--- config.mk ---
export PLATFORM = sky130hd
export DESIGN_NAME = m_clk_gate_ctrl_flat
export DESIGN_NICKNAME = d
export VERILOG_FILES = /design/src/rtl/m_clk_gate_ctrl_if.sv /design/src/rtl/m_clk_gate_ctrl.sv /design/src/flat_wrapper.sv
export SDC_FILE = /design/constraint.sdc
export NUM_CORES = 1
export LEC_CHECK = 0
export BUFFER_PORTS_ARGS = -buffer_cell sky130_fd_sc_hd__buf_2
export CAP_MARGIN = 0
export CORE_ASPECT_RATIO = 0.75
export CORE_UTILIZATION = 55
export DETAILED_ROUTE_END_ITERATION = 12
export PLACE_DENSITY_LB_ADDON = 0.25
export SKIP_CTS_REPAIR_TIMING = 1
export SLEW_MARGIN = 20
export SYNTH_ARGS = -nofsm -noshare
export SYNTH_HDL_FRONTEND = slang
export SYNTH_SLANG_ARGS = --single-unit
--- constraint.sdc ---
create_clock -name clk -period 3.45 [get_ports clk]
set_input_delay 0.345 -clock clk [delete_from_list [all_inputs] [get_ports clk]]
set_output_delay 0.345 -clock clk [all_outputs]
set_load 0.05 [all_outputs]
--- src/rtl/m_clk_gate_ctrl_if.sv ---
// Channel bus for m_clk_gate_ctrl: config, per-channel activity/wake
// inputs and registered gate-enable / handshake outputs.
// Optional statistics signals exist only when CGC_STATS_EN is defined.
interface m_clk_gate_ctrl_if #(
  parameter int N_CH   = 4,
  parameter int IDLE_W = 8
);
  logic [IDLE_W-1:0] cfg_idle_thr;
  logic              force_on;
  logic [N_CH-1:0]   ch_busy;
  logic [N_CH-1:0]   ch_wake_req;
  logic [N_CH-1:0]   ch_wake_ack;
  logic [N_CH-1:0]   ch_clk_en;
  logic [N_CH-1:0]   ch_gated;
`ifdef CGC_STATS_EN
  logic               stats_clr;
  logic [N_CH*16-1:0] ch_gated_cnt;

  modport master (
    output cfg_idle_thr, force_on, ch_busy, ch_wake_req, stats_clr,
    input  ch_wake_ack, ch_clk_en, ch_gated, ch_gated_cnt
  );
  modport slave (
    input  cfg_idle_thr, force_on, ch_busy, ch_wake_req, stats_clr,
    output ch_wake_ack, ch_clk_en, ch_gated, ch_gated_cnt
  );
`else
  modport master (
    output cfg_idle_thr, force_on, ch_busy, ch_wake_req,
    input  ch_wake_ack, ch_clk_en, ch_gated
  );
  modport slave (
    input  cfg_idle_thr, force_on, ch_busy, ch_wake_req,
    output ch_wake_ack, ch_clk_en, ch_gated
  );
`endif
endinterface

--- src/rtl/m_clk_gate_ctrl.sv ---
// N-channel clock-gate enable controller.
// Each channel runs RUN -> GATED after cfg_idle_thr consecutive idle
// cycles, and GATED -> WAKE -> RUN on busy/wake/force, holding the enable
// high for WAKE_LAT cycles before acknowledging a wake request.
// Optional per-channel gated-cycle counters: define CGC_STATS_EN.

// Per-channel gate FSM.
module cgc_chan #(
  parameter int IDLE_W   = 8,
  parameter int WAKE_LAT = 2
) (
  input  logic              clk,
  input  logic              rst,
  input  logic [IDLE_W-1:0] thr,
  input  logic              force_on,
  input  logic              busy,
  input  logic              req,
`ifdef CGC_STATS_EN
  input  logic              stats_clr,
  output logic [15:0]       gated_cnt,
`endif
  output logic              ack,
  output logic              clk_en,
  output logic              gated
);
  localparam int WC_W = (WAKE_LAT > 1) ? $clog2(WAKE_LAT) : 1;
  localparam logic [WC_W-1:0] WAKE_LAST = WC_W'(WAKE_LAT - 1);

  typedef enum logic [1:0] {RUN, GATED, WAKE} st_e;

  st_e               st_q, st_d;
  logic [IDLE_W-1:0] idle_q, idle_d;
  logic [WC_W-1:0]   wake_q, wake_d;
  logic              req_prev_q, req_prev_d;
  logic              ack_q, ack_d;
  logic              clk_en_q, clk_en_d;
  logic              gated_q, gated_d;

  logic              wake_src;
  logic              idle_now;
  logic [IDLE_W:0]   idle_inc;

  assign wake_src = busy | req | force_on;
  assign idle_now = !wake_src && (thr != '0);
  // one bit wider so the all-ones count still compares correctly
  assign idle_inc = {1'b0, idle_q} + (IDLE_W+1)'(1);

  // Next-state, counters and registered-output values.
  always_comb begin
    st_d       = st_q;
    idle_d     = idle_q;
    wake_d     = wake_q;
    ack_d      = 1'b0;
    req_prev_d = req;
    case (st_q)
      RUN: begin
        // only a fresh request is acked; a held one stays silent
        ack_d = req && !req_prev_q;
        if (!idle_now) begin
          idle_d = '0;
        end else if (idle_inc >= {1'b0, thr}) begin
          st_d   = GATED;
          idle_d = '0;
        end else if (idle_q != '1) begin
          idle_d = idle_q + 1'b1;
        end
      end
      GATED: begin
        if (wake_src) begin
          st_d   = WAKE;
          wake_d = '0;
        end
      end
      WAKE: begin
        if (wake_q == WAKE_LAST) begin
          st_d   = RUN;
          idle_d = '0;
          // req_prev_d follows req, so a held request is not re-acked in RUN
          ack_d  = req;
        end else begin
          wake_d = wake_q + 1'b1;
        end
      end
      default: st_d = RUN;
    endcase
    clk_en_d = (st_d != GATED);
    gated_d  = (st_d == GATED);
  end

  // State and output registers; reset forces the clock on.
  always_ff @(posedge clk) begin
    if (rst) begin
      st_q       <= RUN;
      idle_q     <= '0;
      wake_q     <= '0;
      ack_q      <= 1'b0;
      clk_en_q   <= 1'b1;
      gated_q    <= 1'b0;
      // track req through reset so a request held across it is not acked
      req_prev_q <= req_prev_d;
    end else begin
      st_q       <= st_d;
      idle_q     <= idle_d;
      wake_q     <= wake_d;
      ack_q      <= ack_d;
      clk_en_q   <= clk_en_d;
      gated_q    <= gated_d;
      req_prev_q <= req_prev_d;
    end
  end

  assign ack    = ack_q;
  assign clk_en = clk_en_q;
  assign gated  = gated_q;

`ifdef CGC_STATS_EN
  logic [15:0] cnt_q, cnt_d;

  // Saturating count of cycles spent in GATED; clear wins over count.
  always_comb begin
    cnt_d = cnt_q;
    if (stats_clr)                          cnt_d = '0;
    else if (st_q == GATED && cnt_q != '1)  cnt_d = cnt_q + 1'b1;
  end

  // Counter register.
  always_ff @(posedge clk) begin
    if (rst) cnt_q <= '0;
    else     cnt_q <= cnt_d;
  end

  assign gated_cnt = cnt_q;
`endif
endmodule

module m_clk_gate_ctrl #(
  parameter int N_CH     = 4,
  parameter int IDLE_W   = 8,
  parameter int WAKE_LAT = 2
) (
  input  logic           clk,
  input  logic           rst,
  m_clk_gate_ctrl_if.slave bus
);
  logic [N_CH-1:0] ack_w;
  logic [N_CH-1:0] en_w;
  logic [N_CH-1:0] gated_w;
`ifdef CGC_STATS_EN
  logic [N_CH-1:0][15:0] cnt_w;
  assign bus.ch_gated_cnt = cnt_w;
`endif

  for (genvar i = 0; i < N_CH; i++) begin : g_ch
    cgc_chan #(
      .IDLE_W   (IDLE_W),
      .WAKE_LAT (WAKE_LAT)
    ) u_ch (
      .clk       (clk),
      .rst       (rst),
      .thr       (bus.cfg_idle_thr),
      .force_on  (bus.force_on),
      .busy      (bus.ch_busy[i]),
      .req       (bus.ch_wake_req[i]),
`ifdef CGC_STATS_EN
      .stats_clr (bus.stats_clr),
      .gated_cnt (cnt_w[i]),
`endif
      .ack       (ack_w[i]),
      .clk_en    (en_w[i]),
      .gated     (gated_w[i])
    );
  end

  assign bus.ch_wake_ack = ack_w;
  assign bus.ch_clk_en   = en_w;
  assign bus.ch_gated    = gated_w;
endmodule

--- src/flat_wrapper.sv ---
// flat-port wrapper written by rule: the top's interface ports become plain ports
module m_clk_gate_ctrl_flat 
#(
  parameter int N_CH     = 4,
  parameter int IDLE_W   = 8,
  parameter int WAKE_LAT = 2
)
  (clk, rst, bus_cfg_idle_thr, bus_force_on, bus_ch_busy, bus_ch_wake_req, bus_ch_wake_ack, bus_ch_clk_en, bus_ch_gated);
  m_clk_gate_ctrl_if #(.N_CH(N_CH), .IDLE_W(IDLE_W)) bus_i ();
  input  logic clk;
  input  logic rst;
  input wire logic [$bits(bus_i.cfg_idle_thr)-1:0] bus_cfg_idle_thr;
  input wire logic [$bits(bus_i.force_on)-1:0] bus_force_on;
  input wire logic [$bits(bus_i.ch_busy)-1:0] bus_ch_busy;
  input wire logic [$bits(bus_i.ch_wake_req)-1:0] bus_ch_wake_req;
  output wire logic [$bits(bus_i.ch_wake_ack)-1:0] bus_ch_wake_ack;
  output wire logic [$bits(bus_i.ch_clk_en)-1:0] bus_ch_clk_en;
  output wire logic [$bits(bus_i.ch_gated)-1:0] bus_ch_gated;
  assign bus_i.cfg_idle_thr = bus_cfg_idle_thr;
  assign bus_i.force_on = bus_force_on;
  assign bus_i.ch_busy = bus_ch_busy;
  assign bus_i.ch_wake_req = bus_ch_wake_req;
  assign bus_ch_wake_ack = bus_i.ch_wake_ack;
  assign bus_ch_clk_en = bus_i.ch_clk_en;
  assign bus_ch_gated = bus_i.ch_gated;
  m_clk_gate_ctrl #(.N_CH(N_CH), .IDLE_W(IDLE_W), .WAKE_LAT(WAKE_LAT)) u_core (.clk(clk), .rst(rst), .bus(bus_i));
endmodule
==> metrics.md <==
| Metric | Value |
|---|---|
| Share of the synthesized area in the top cell type | `0.346` |
| Slew headroom | `0.606` |
| Ys flop type | `dfxtp_1` |
| Worst R2R Start | `u_core.g_ch[3].u_ch.idle_q[0]` |
| Final Max Tran Viols | `0` |
| TritonCTS buffer count | `9` |
| # Max-Cap Violations | `0` |
| Fraction of registers with async set or reset after synthesis | `0` |
| Number of instances in the synthesized netlist | `roughly 370` |
| Ranking of synthesized cells by area | `dfxtp_1, ha_1, a22o_1` |
| Share of the yosys chip area belonging to registers | `0.346` |
| Kind of capture point of the worst setup path | `register` |
| Max Fclk | `roughly 0.34 GHz` |
| Number of antenna-violating nets in the routed design | `0` |
| Final wirelength | `7.36 mm` |
| TritonRoute pass-1 iters | `4` |
| Cell type with the largest total area after synthesis | `dfxtp_1` |
| Post-route DRC | `0` |
| Number of enable flip-flop cells after synthesis | `0` |
| Period Utilization, post-route | `0.857` |
| Initial Util | `0.584` |
| Setup-failing EPs final | `0` |
| Global Route Usage Sum | `0.239` |
| Global placer's final weighted congestion | `around 0.9` |
| Ports | `31` |
| Setup WS post-layout | `approximately 490 ps` |
| Worst skew pair latency | `340 ps` |
| Horiz. Die Dim | `roughly 94 um` |
| Category of the most critical setup path | `register to register` |
| Number of stages on the worst hold path | `1` |
| Number of buffers on the longest clock path | `2` |
| Fill cell instance count of the final layout | `497` |
| Total power after layout | `0.00139 W` |
| Peak fanout along the critical path | `6` |
| Total number of vias | `2,792` |
| Row count | `24` |
| CP Launch Type | `register` |
| Total Neg Setup Slack | `0 ps` |
| TritonCTS clock tree | `built` |
| Root Driver | `clkbuf_8` |
| Die area | `~6600 um2` |
| Multi-input gate area in the final layout | `approximately 2100 um2` |
| Worst path arrival time | `3170 ps` |
| Clock-pin transition on the worst setup and hold timing paths | `approximately 60 ps` |
| Final clock skew | `roughly 4.3 ps` |
| Core box area | `a little under 6000 um2` |
| Die Height | `approximately 71 um` |
| Number of failing hold endpoints at the final stage | `0` |
| Count of buffers inserted at the top-level ports | `30` |
| Area after detailed placement | `3610 um2` |
| Pin count of the biggest net entering global routing | `30` |
| Avg Cell Area, Syn | `between 9 and 10 um2` |
| Area occupied by registers | `roughly 1200 um2` |
| Top cell types by occurrence after synthesis | `dfxtp_1, ha_1, nand2_1` |
| Static leakage | `between 1.5 and 2 nW` |
| Netlist area before placement | `approximately 3500 um2` |
| Max rail drop VDD | `0.261 mV` |
| Netlist cell types | `56` |
| Unrepaired setup endpoints after global routing | `no` |
| Inserted Diodes | `0` |
| Total nets after synthesis | `429` |
| Worst setup path end | `u_core.g_ch[3].u_ch.clk_en` |
| Power density over cell area | `between 300 and 400 nW/um2` |
| Synth-to-Final Area Change | `9.41%` |
| Via count of the first global-routing pass | `about 2,600` |
| Reg-to-Reg End | `u_core.g_ch[3].u_ch.clk_en` |
| Wire length of the first global-routing pass | `roughly 12 mm` |
| Depth of the worst register-to-register path | `10` |
| Outcome | `complete, no violations` |
| Worst Max-Slew Pin Slew | `between 500 and 600 ps` |
| Level count of the clock H-tree | `3` |
| Post-place setup slack | `between 500 and 600 ps` |
| Final worst path period need | `between 2000 and 3000 ps` |
| Post-synthesis sequential element count | `60` |
| Post-Route Utilization | `0.639` |
| Worst setup slack for register-to-register paths | `490 ps` |
| Data required time at the worst endpoint | `around 3700 ps` |
| Detailed-route vias per instance | `a little under 6` |
| Final HPWL from detailed placement | `5.51 mm` |
| Number of antenna violations at the first check in global routing | `0` |
| Launch point of the worst path | `u_core.g_ch[3].u_ch.idle_q[0]` |
| Number of warnings printed during yosys synthesis | `0` |
| Total non-filler cell area in the finished layout | `roughly 3800 um2` |
| Overflow left after global routing | `0` |
| Hold WC Path Type | `input pin to register` |
| Starting DRT DRC Count | `132` |
| Number of nets in the layout | `~450` |
| Clk sinks | `60` |
| Most common cell in the synthesized netlist | `dfxtp_1` |
| Share of post-route cells with drive strength above 1 | `0.146` |
| Wirelength per Cell | `~15 um` |
[power breakdown]
group | total (W) | switching, W | internal, W
logic | 0.0000906 | 0.0000577 | 0.0000329
registers | 0.000704 | 0.00000431 | 0.000700
clock network | 0.000597 | 0.000268 | 0.000330
total | 0.00139 | 0.000330 | 0.00106
[sequential cells by signal (all words and copies together) (netlist names)]
register                     flops
u_core.g_ch.u_ch.idle_q         32
u_core.g_ch.u_ch.st_q            8
u_core.g_ch.u_ch.ack             4
u_core.g_ch.u_ch.clk_en          4
u_core.g_ch.u_ch.gated           4
u_core.g_ch.u_ch.req_prev_q      4
u_core.g_ch.u_ch.wake_q          4
[through the flow]
step / cells / hold slack [ps]
6_report: 481 / 137
4_1_cts: 481 / 134
3_5_place_dp: 465 / 429
3_3_place_gp: 465 / 426
2_1_floorplan: 374 / 373
5_1_grt: 481 / 137
[worst max-delay path: stages (launching register included)]
cell       delay (ps)
dfxtp_1           440
ha_1              300
nand2_1            70
or2_1             220
and2_1            160
or2_1             230
ha_1              290
o2111ai_1         120
or3_1             380
a2111oi_0         530
inv_1              80
[layout by cell type, fill, tap and decap left out, types with 11 or more instances in the layout]
master and instances:
a211oi_1 11, nor2_1 16, a22o_1 14, inv_1 21, ha_1 36, nand3_1 19
dfxtp_1 60, a21oi_1 15, buf_2 30, nand2_1 29
[how the worst min path moves through the flow]
stage                                         startpoint                        endpoint  slack, ps
after floorplan                       bus_ch_wake_req[0]  u_core.g_ch[0].u_ch.req_prev_q        370
after global placement    u_core.g_ch[3].u_ch.req_prev_q         u_core.g_ch[3].u_ch.ack        430
after detailed placement  u_core.g_ch[3].u_ch.req_prev_q         u_core.g_ch[3].u_ch.ack        430
after CTS                             bus_ch_wake_req[0]  u_core.g_ch[0].u_ch.req_prev_q        130
after global routing                  bus_ch_wake_req[1]  u_core.g_ch[1].u_ch.req_prev_q        140
final                                 bus_ch_wake_req[1]  u_core.g_ch[1].u_ch.req_prev_q        140
[layer usage]
metal,vias to the layer above,track usage,routed length (um)
met5,-,0,0
met4,0,0.0872,140
met3,14,0.0581,326
met2,67,0.376,3150
met1,1284,0.320,3740
li1,1427,-,-
[final cells by class]
class                           count  area share
Clock buffer                       11      0.0346
Clock inverter                      5      0.0138
Inverter                           21      0.0208
Multi-Input combinational cell    275       0.547
Sequential cell                    60       0.316
Tap cell                           78      0.0257
Timing Repair Buffer               31      0.0415
[cell families (layout without fill, tap and decap cells)]
group                    count (synthesis)  in the layout  synth area share
adder cells (fa/ha/maj)                 36             36             0.130
XOR/XNOR                                17             17            0.0429
buffers and inverters                   39             68            0.0552
flip-flops                              60             60             0.346
AND/OR/NAND/NOR                        129            129             0.215
AO/OA/AOI/OAI                           90             90             0.202
multiplexers                             3              3           0.00937
No activity file was read; power rests on OpenSTA's default activity.
